### src/rtl/sha256_stream_update.sv
// SHA-256 compression engine that streams 16-word blocks in over a valid/ready
// port and chains the hash across num_blocks blocks, RPC rounds per clock.
//
// state  | meaning
// IDLE   | waiting for start; hash outputs hold the last result
// LOAD   | accepting the 16 message words of the current block
// ROUND  | RPC compression rounds per clock for 64/RPC clocks
// UPDATE | fold working variables into H, then next block or finish
module sha256_stream_update #(
  parameter int RPC   = 1,
  parameter int BLK_W = 16
) (
  input  logic             clk,
  input  logic             reset,
  input  logic             start,
  input  logic             use_midstate,
  input  logic [255:0]     midstate,
  input  logic [BLK_W-1:0] num_blocks,
  input  logic             w_valid,
  input  logic [31:0]      w_data,
  output logic             w_ready,
  output logic [31:0]      hash0,
  output logic [31:0]      hash1,
  output logic [31:0]      hash2,
  output logic [31:0]      hash3,
  output logic [31:0]      hash4,
  output logic [31:0]      hash5,
  output logic [31:0]      hash6,
  output logic [31:0]      hash7,
  output logic [BLK_W-1:0] cur_block,
  output logic             busy,
  output logic             done
);

  if (!(RPC == 1 || RPC == 2 || RPC == 4)) begin : g_bad_rpc
    $fatal(1, "sha256_stream_update: RPC must be 1, 2 or 4");
  end

  localparam logic [5:0]       ROUND_LAST = 6'(64 / RPC - 1);
  localparam logic [5:0]       BASE_LAST  = 6'(64 - RPC);
  localparam logic [BLK_W-1:0] BLK_ONE    = 1;

  localparam logic [31:0] IV [8] = '{
    32'h6a09e667, 32'hbb67ae85, 32'h3c6ef372, 32'ha54ff53a,
    32'h510e527f, 32'h9b05688c, 32'h1f83d9ab, 32'h5be0cd19
  };

  localparam logic [31:0] K [64] = '{
    32'h428a2f98, 32'h71374491, 32'hb5c0fbcf, 32'he9b5dba5, 32'h3956c25b, 32'h59f111f1, 32'h923f82a4, 32'hab1c5ed5,
    32'hd807aa98, 32'h12835b01, 32'h243185be, 32'h550c7dc3, 32'h72be5d74, 32'h80deb1fe, 32'h9bdc06a7, 32'hc19bf174,
    32'he49b69c1, 32'hefbe4786, 32'h0fc19dc6, 32'h240ca1cc, 32'h2de92c6f, 32'h4a7484aa, 32'h5cb0a9dc, 32'h76f988da,
    32'h983e5152, 32'ha831c66d, 32'hb00327c8, 32'hbf597fc7, 32'hc6e00bf3, 32'hd5a79147, 32'h06ca6351, 32'h14292967,
    32'h27b70a85, 32'h2e1b2138, 32'h4d2c6dfc, 32'h53380d13, 32'h650a7354, 32'h766a0abb, 32'h81c2c92e, 32'h92722c85,
    32'ha2bfe8a1, 32'ha81a664b, 32'hc24b8b70, 32'hc76c51a3, 32'hd192e819, 32'hd6990624, 32'hf40e3585, 32'h106aa070,
    32'h19a4c116, 32'h1e376c08, 32'h2748774c, 32'h34b0bcb5, 32'h391c0cb3, 32'h4ed8aa4a, 32'h5b9cca4f, 32'h682e6ff3,
    32'h748f82ee, 32'h78a5636f, 32'h84c87814, 32'h8cc70208, 32'h90befffa, 32'ha4506ceb, 32'hbef9a3f7, 32'hc67178f2
  };

  function automatic logic [31:0] rotr(input logic [31:0] x, input int n);
    return (x >> n) | (x << (32 - n));
  endfunction

  function automatic logic [31:0] bsig0(input logic [31:0] x);
    return rotr(x, 2) ^ rotr(x, 13) ^ rotr(x, 22);
  endfunction

  function automatic logic [31:0] bsig1(input logic [31:0] x);
    return rotr(x, 6) ^ rotr(x, 11) ^ rotr(x, 25);
  endfunction

  function automatic logic [31:0] ssig0(input logic [31:0] x);
    return rotr(x, 7) ^ rotr(x, 18) ^ (x >> 3);
  endfunction

  function automatic logic [31:0] ssig1(input logic [31:0] x);
    return rotr(x, 17) ^ rotr(x, 19) ^ (x >> 10);
  endfunction

  typedef enum logic [1:0] {IDLE, LOAD, ROUND, UPDATE} state_t;

  state_t           state, state_nxt;
  logic [31:0]      h_q   [8];
  logic [31:0]      wv_q  [8];
  logic [31:0]      w_win [16];
  logic [3:0]       word_left;
  logic [5:0]       rnd_cnt;
  logic [BLK_W-1:0] nblk_q;
  logic             done_q;

  logic             last_word;
  logic             rnd_last;
  logic [BLK_W-1:0] cur_next;
  logic             more_blocks;

  assign last_word   = (word_left == 4'd0);
  assign rnd_last    = (rnd_cnt == 6'd0);
  assign cur_next    = cur_block + BLK_ONE;
  assign more_blocks = (cur_next < nblk_q);

  always_ff @(posedge clk) begin
    if (reset) state <= IDLE;
    else       state <= state_nxt;
  end

  always_comb begin
    state_nxt = state;
    w_ready   = 1'b0;
    busy      = 1'b1;
    case (state)
      IDLE: begin
        busy = 1'b0;
        if (start && num_blocks != '0) state_nxt = LOAD;
      end
      LOAD: begin
        w_ready = 1'b1;
        if (w_valid && last_word) state_nxt = ROUND;
      end
      ROUND:   if (rnd_last) state_nxt = UPDATE;
      UPDATE:  state_nxt = more_blocks ? LOAD : IDLE;
      default: state_nxt = IDLE;
    endcase
  end

  // The window always holds W[t..t+15]; each round consumes w[0] and appends W[t+16].
  logic [31:0] rv [8];
  logic [31:0] rw [16];
  logic [31:0] t1, t2, w_new;
  logic [5:0]  k_base;

  always_comb begin
    rv     = wv_q;
    rw     = w_win;
    t1     = '0;
    t2     = '0;
    w_new  = '0;
    k_base = BASE_LAST - 6'(int'(rnd_cnt) * RPC);
    for (int r = 0; r < RPC; r++) begin
      t1 = rv[7] + bsig1(rv[4]) + ((rv[4] & rv[5]) ^ (~rv[4] & rv[6]))
         + K[k_base + 6'(r)] + rw[0];
      t2 = bsig0(rv[0]) + ((rv[0] & rv[1]) ^ (rv[0] & rv[2]) ^ (rv[1] & rv[2]));
      for (int i = 7; i > 0; i--) rv[i] = rv[i-1];
      rv[4] = rv[4] + t1;
      rv[0] = t1 + t2;
      w_new = ssig1(rw[14]) + rw[9] + ssig0(rw[1]) + rw[0];
      for (int i = 0; i < 15; i++) rw[i] = rw[i+1];
      rw[15] = w_new;
    end
  end

  always_ff @(posedge clk) begin
    if (reset) begin
      for (int i = 0; i < 8; i++) h_q[i] <= IV[i];
      cur_block <= '0;
      nblk_q    <= '0;
      word_left <= '0;
      rnd_cnt   <= '0;
      done_q    <= 1'b0;
    end else begin
      done_q <= 1'b0;
      case (state)
        IDLE: if (start) begin
          for (int i = 0; i < 8; i++)
            h_q[i] <= use_midstate ? midstate[255-32*i -: 32] : IV[i];
          cur_block <= '0;
          nblk_q    <= num_blocks;
          word_left <= 4'd15;
          done_q    <= (num_blocks == '0);
        end
        LOAD: if (w_valid) begin
          for (int i = 0; i < 15; i++) w_win[i] <= w_win[i+1];
          w_win[15] <= w_data;
          if (last_word) begin
            wv_q    <= h_q;
            rnd_cnt <= ROUND_LAST;
          end else begin
            word_left <= word_left - 4'd1;
          end
        end
        ROUND: begin
          wv_q  <= rv;
          w_win <= rw;
          if (!rnd_last) rnd_cnt <= rnd_cnt - 6'd1;
        end
        UPDATE: begin
          for (int i = 0; i < 8; i++) h_q[i] <= h_q[i] + wv_q[i];
          if (more_blocks) begin
            cur_block <= cur_next;
            word_left <= 4'd15;
          end else begin
            done_q <= 1'b1;
          end
        end
        default: ;
      endcase
    end
  end

  assign hash0 = h_q[0];
  assign hash1 = h_q[1];
  assign hash2 = h_q[2];
  assign hash3 = h_q[3];
  assign hash4 = h_q[4];
  assign hash5 = h_q[5];
  assign hash6 = h_q[6];
  assign hash7 = h_q[7];
  assign done  = done_q;

endmodule

### config.mk
export PLATFORM = sky130hd
export DESIGN_NAME = sha256_stream_update
export DESIGN_NICKNAME = d
export VERILOG_FILES = /design/src/rtl/sha256_stream_update.sv
export SDC_FILE = /design/constraint.sdc
export NUM_CORES = 2
export LEC_CHECK = 0
export CORE_MARGIN = 3
export CORE_UTILIZATION = 50
export DETAILED_ROUTE_END_ITERATION = 7
export HOLD_SLACK_MARGIN = 0.06
export PLACE_DENSITY = 0.67
export SKIP_LAST_GASP = 1
export SLEW_MARGIN = 0
export SYNTH_ARGS = -nofsm -noshare
export SYNTH_HDL_FRONTEND = slang
export SYNTH_SLANG_ARGS = --single-unit
### constraint.sdc
create_clock -name clk -period 43 [get_ports clk]
set_clock_uncertainty 0.2 [all_clocks]
set_input_delay 8.6 -clock clk [delete_from_list [all_inputs] [get_ports clk]]
set_output_delay 8.6 -clock clk [all_outputs]
set_load 0.1 [all_outputs]
**Word-level counts from Yosys, hierarchy flattened**

Memory sizes are Yosys's and may differ from the RTL's.
Cells that the tools add are included.

- Add/subtract/negate cells: 22
- Reductions and logical operators: 18
- Multiply operators: 0
- Div/mod/pow operators: 0
- Equality and inequality tests: 12
- Bitwise operators: 29
- Multiplexer cells: 39
- Magnitude comparators: 2
- Shifts and indexed selects: 0

Operator list:

| operator | number |
|---|---|
| 256-bit case mux with 2 select lines | 2 |
| 512-bit case mux with 2 select lines | 1 |
| 256-bit 2-to-1 mux | 3 |
| 32-bit adder | 18 |
| 512-bit 2-to-1 mux | 1 |
| 32-bit 2-to-1 mux | 10 |
| 32-bit XOR | 9 |
| 32-bit bitwise AND | 5 |
| 16-bit 2-to-1 mux | 2 |
| 32-bit NOT | 1 |
| 10-bit by 32-bit bitwise OR with 32-bit output | 1 |
| 13-bit by 32-bit bitwise OR with 32-bit output | 1 |
| 14-bit by 32-bit bitwise OR with 32-bit output | 1 |
| 15-bit by 32-bit bitwise OR with 32-bit output | 1 |
| 19-bit by 32-bit bitwise OR with 32-bit output | 1 |
| 21-bit by 32-bit bitwise OR with 32-bit output | 1 |
| 25-bit by 32-bit bitwise OR with 32-bit output | 1 |
| 26-bit by 32-bit bitwise OR with 32-bit output | 1 |
| 30-bit by 32-bit bitwise OR with 32-bit output | 1 |
| 7-bit by 32-bit bitwise OR with 32-bit output | 1 |
| 16-bit case mux with 2 select lines | 1 |
| 32-bit by 22-bit XOR with 32-bit output | 1 |
| 32-bit by 29-bit XOR with 32-bit output | 1 |
| 6-bit 2-to-1 mux | 3 |
| 30 further kinds | 54 |

- Memories kept: 1
- Input bits: 309
- Logic and storage cells: 161
- Bits in writable memories: 0
- Flip-flop bits (word level): 1,069
- ROM bits: 2,048
- Bits in latches: 0

Memory list:

| memory | depth | width | read ports | clocked after memory_dff | wr ports | RTL line | RTL |
|---|---|---|---|---|---|---|---|
| (name not given) | 64 | 32 | 1 | 0 | 0 | 139 | `+ K[k_base + 6'(r)] + rw[0];` |

**Depth between registers and ports, before layout**

- Word-level depth: 9
- Gate-level depth with buffers: 40
- Depth with buffers taken out: 38

**Worst setup path before layout**

Ideal clock, no wire load.

- Kind: in2reg
- Start point: input reset
- End point: register w_win, in the netlist rw[100] (enable)
- Setup time: 1,562 ps
- Path slack: 7,602 ps
- Arrival: 33,636 ps
- Cell stages on the path: 4
- Data required time: 41,238 ps
- Buffers on the path: 1
- Cells stage by stage: inv_2 > clkbuf_1 > nand2_1 > a21oi_1

- Cells in the longest elaborated chain, start to end: 2

Ends and longest elaborated chain:

| element | RTL line | RTL |
|---|---|---|
| start: declaration | 14 | `input logic reset,` |
| 1-bit NOT (no line) | -- |  |
| 3-bit AND reduction (no line) | -- |  |
| end signal: assignment | 181 | `w_win <= rw;` |
| end: declaration | 84 | `logic [31:0] w_win [16];` |

No other way between the ends.
A chain may end at the register's enable or synchronous reset.

**Worst setup path after layout**

- Start point: input reset
- End point: register w_win, in the netlist rw[234] (enable)

The elaborated chain is that of the path after synthesis.

==> run_results.csv <==
group,metric,value,unit
logic_synthesis,synth_edf_count,768,
sta,fin_crit,13.71,ns
sta,maxSlewHeadroom,6.01,%
global_route,grt_pass1_vias,52400,
place,place.gp.congestion,1.02,
final_layout,fill_cells,11300,
place,placed_area,75500,sq um
logic_synthesis,async_reset_ff_share,0,%
routing,routed-via-count,55600,
setup_path,crit_type,"in -> reg",
routing,drt_iter0_drc,6282,
routing,wire_per_inst,28.3,um
place,port_buffers,583,
min_path,min_path_type,"reg -> reg",
setup_path,cpPeakStageDelay,0.93,ns
setup_path,critPathLaunch,"reset",
setup_path,path_cells,"clkbuf_8, inv_4, nand2_1, a21oi_4, buf_12, buf_4, buf_4, buf_4",
cts,cts_tree,"built",
floorplanning,core_area,134000,sq um
logic_synthesis,synth_seq_cells,1069,
routing,ant_nets,0,
sta,setup_violations,0,
setup_path,cp_slowest_cell,"buf_4",
floorplanning,die_area,140000,sq um
final_layout,finalNetCount,7966,
routing,dr.pass1.iters,7,
sta,setup_slack,29.29,ns
place,dp_slack,28.37,ns
floorplanning,top_level_ports,584,
logic_synthesis,synth_area_per_cell,10.3,sq um
global_route,grt_max_degree,201,
final_layout,finalInstanceArea,79500,sq um
cts,clock_sinks,1069,
global_route,antenna_found_initial,17,
logic_synthesis,synth_compound_area_share,17.2,%
logic_synthesis,syn_area,68000,sq um
cts,h-tree-depth,3,
global_route,grt-ovfl-total,0,
cts,clockBufferDepth,3,
final_layout,utilization,59.2,%
logic_synthesis,synth_simple_gate_area_share,9.11,%
sta,setup_tns,0,ns
logic_synthesis,synth-adder-area-share,13.5,%
place,hpwl,193,mm
logic_synthesis,netlist_instances,6576,
sta,tightest_slew,1.41,ns
logic_synthesis,ys_top_cells_by_area,"edfxtp_1 (34%), dfxtp_1 (8.9%), ha_1 (7.7%), fa_1 (5.7%), xnor2_1 (4.7%)",
setup_path,worstPathRequired,43.17,ns
setup_path,cp_data_arrival_time,13.88,ns
routing,viasPerCell,6.23,
cts,cts_resized,0,
logic_synthesis,ys_dominant_reg_cell,"edfxtp_1",
logic_synthesis,yosys.area.top_type,"edfxtp_1",
logic_synthesis,yosys_warnings,0,
routing,drt_wl_total,252,mm
setup_path,crit_family,"buffers and inverters",
setup_path,reg2regPathDepth,34,
setup_path,r2r_setup_slack,32.80,ns
floorplanning,die_x,375,um
sta,hold_violations,0,
floorplanning,chipHeight,375,um
cts,postCtsSetupBuffers,0,
setup_path,cp-end-kind,"flip-flop",
logic_synthesis,synth_top_family_by_area,"compound AO/OA/AOI/OAI gates",
setup_path,rr_endpoint,"rv[223]$_DFFE_PP_",
logic_synthesis,syn_nets,7501,
sta,rsz0062_at_grt,"no",
cts,clk_pin_slew,0.06,ns
cts,hold_buffers,0,
logic_synthesis,synthMuxAreaShare,5.24,%
logic_synthesis,yosysUniqueCellTypes,93,
logic_synthesis,synth_top_area_share,33.9,%
floorplanning,placementRows,134,
final_layout,drive_gt1_share,8.51,%
logic_synthesis,synth_xor_area_share,7.48,%
cts,clk_latency,0.77,ns
setup_path,cp_num_buf_inv,6,
setup_path,cp_common_cell,"buf_4",
global_route,grt_pass1_wl,362,mm
sta,slew_violations,0,
setup_path,timing.rr.start,"rnd_cnt[1]$_SDFFE_PP0P_",
routing,drc,0,
setup_path,crit_path_start_kind,"input port",
cts,cts-root-buf,"clkbuf_16",
job,cap_violations,0,
setup_path,critical_path.max_fanout,200,
status,status,"finished, final reports clean",
floorplanning,start_util,50.6,%
logic_synthesis,yosysSeqAreaShare,42.8,%
final_layout,area_delta_synth_final,16.9,%
setup_path,worst-path-stages,8,
global_route,grt.total_usage,34.9,%
sta,fin_crit_sh,31.9,%
sta,timing.fmax,0.0729,GHz
cts,cts_buffers,118,
setup_path,crit_path_end,"rw[234]$_DFFE_PP_",
metal layers:
layer / global-route usage [%] / up-vias / routed length (um)
li1: - / 24800 / -
met1: 50.0 / 27400 / 107000
met2: 51.1 / 2920 / 107000
met3: 8.96 / 424 / 27600
met4: 12.4 / 6 / 10200
met5: 0 / - / 46
worst min-delay path by stage:
stage,from,slack [ns],cells past startpoint,endpoint
after global placement,rw[110]$_DFFE_PP_,0.20,0,rw[142]$_DFFE_PP_
final,rw[265]$_DFFE_PP_,0.20,0,rw[297]$_DFFE_PP_
after detailed placement,rw[96]$_DFFE_PP_,0.20,0,rw[128]$_DFFE_PP_
after CTS,rw[265]$_DFFE_PP_,0.19,0,rw[297]$_DFFE_PP_
after floorplan,rw[96]$_DFFE_PP_,0.20,0,rw[128]$_DFFE_PP_
after global routing,rw[265]$_DFFE_PP_,0.20,0,rw[297]$_DFFE_PP_
flip-flops by register name, summed over array words and instances, names as in the netlist, 16 cells and up:
name       flops
hash2         32
wv_q          64
nblk_q        16
hash6         32
hash7         32
rw           480
hash5         32
hash1         32
hash3         32
hash4         32
rv           192
cur_block     16
w_win         32
hash0         32
kinds of logic after synthesis:
family                   count (synthesis)
multiplexers                           310
XOR/XNOR                               579
AND/OR/NAND/NOR                       1346
adder cells (fa/ha/maj)                619
flip-flops                            1069
buffers and inverters                  851
AO/OA/AOI/OAI                         1802
metrics by stage:
| stage | hold WS [ns] | instances |
|---|---|---|
| finish | 0.201 | 8913 |
| global route | 0.202 | 8913 |
| CTS | 0.192 | 8912 |
| detailed placement | 0.205 | 8689 |
| global placement | 0.200 | 8689 |
| floorplan | 0.200 | 6576 |
worst register-to-register path, delay by kind of cell (launching register included):
kind | cells | cell delay (ns)
mux | 1 | 0.27
flops | 1 | 0.32
simple gates | 4 | 0.87
xor+xnor | 2 | 0.66
compound gates | 15 | 3.65
buf+inv | 6 | 1.12
fa+ha+maj | 6 | 2.84
Yosys cell counts (30+ instances only):
| cell type | n |
|---|---|
| a21o_1 | 202 |
| nor2_1 | 389 |
| a21oi_1 | 519 |
| dfxtp_1 | 301 |
| o21ai_1 | 43 |
| and3_1 | 41 |
| xnor2_1 | 368 |
| mux2_2 | 284 |
| o211ai_1 | 51 |
| nand2_1 | 381 |
| a211oi_1 | 106 |
| nor2b_1 | 54 |
| o21ai_0 | 363 |
| fa_1 | 195 |
| nand2b_1 | 58 |
| a221oi_1 | 99 |
| nand3_1 | 103 |
| ha_1 | 421 |
| nor3_1 | 188 |
| edfxtp_1 | 768 |
| o21a_1 | 65 |
| inv_1 | 541 |
| o21bai_1 | 43 |
| or3_1 | 30 |
| xor2_1 | 210 |
| clkbuf_1 | 278 |
| a31oi_1 | 45 |
layout by cell type (no fill, tap or decap), types with 106 or more instances in the layout:
cell type	count
nand2_1	380
nor3_1	188
o21ai_0	363
mux2_2	284
xor2_1	210
inv_1	539
xnor2_1	368
a211oi_1	106
a21o_1	202
dfxtp_1	298
clkdlybuf4s50_1	578
ha_1	419
clkbuf_16	118
fa_1	195
nor2_1	387
a21oi_1	517
edfxtp_1	768
layout make-up:
class	count	area [sq um]	share of cell area, %
antenna	1	2.50	0.00315
inverter	545	2050	2.58
clock buffer	154	3190	4.01
timing repair buffer	651	6380	8.02
clock inverter	69	777	0.977
tap	1768	2210	2.78
multi-input combinational	4656	35800	45.0
sequential	1069	29100	36.6
Power is left out: the tool's default activity adds up to more than one toggle a clock period on the data nets, which glitch-free logic cannot reach.
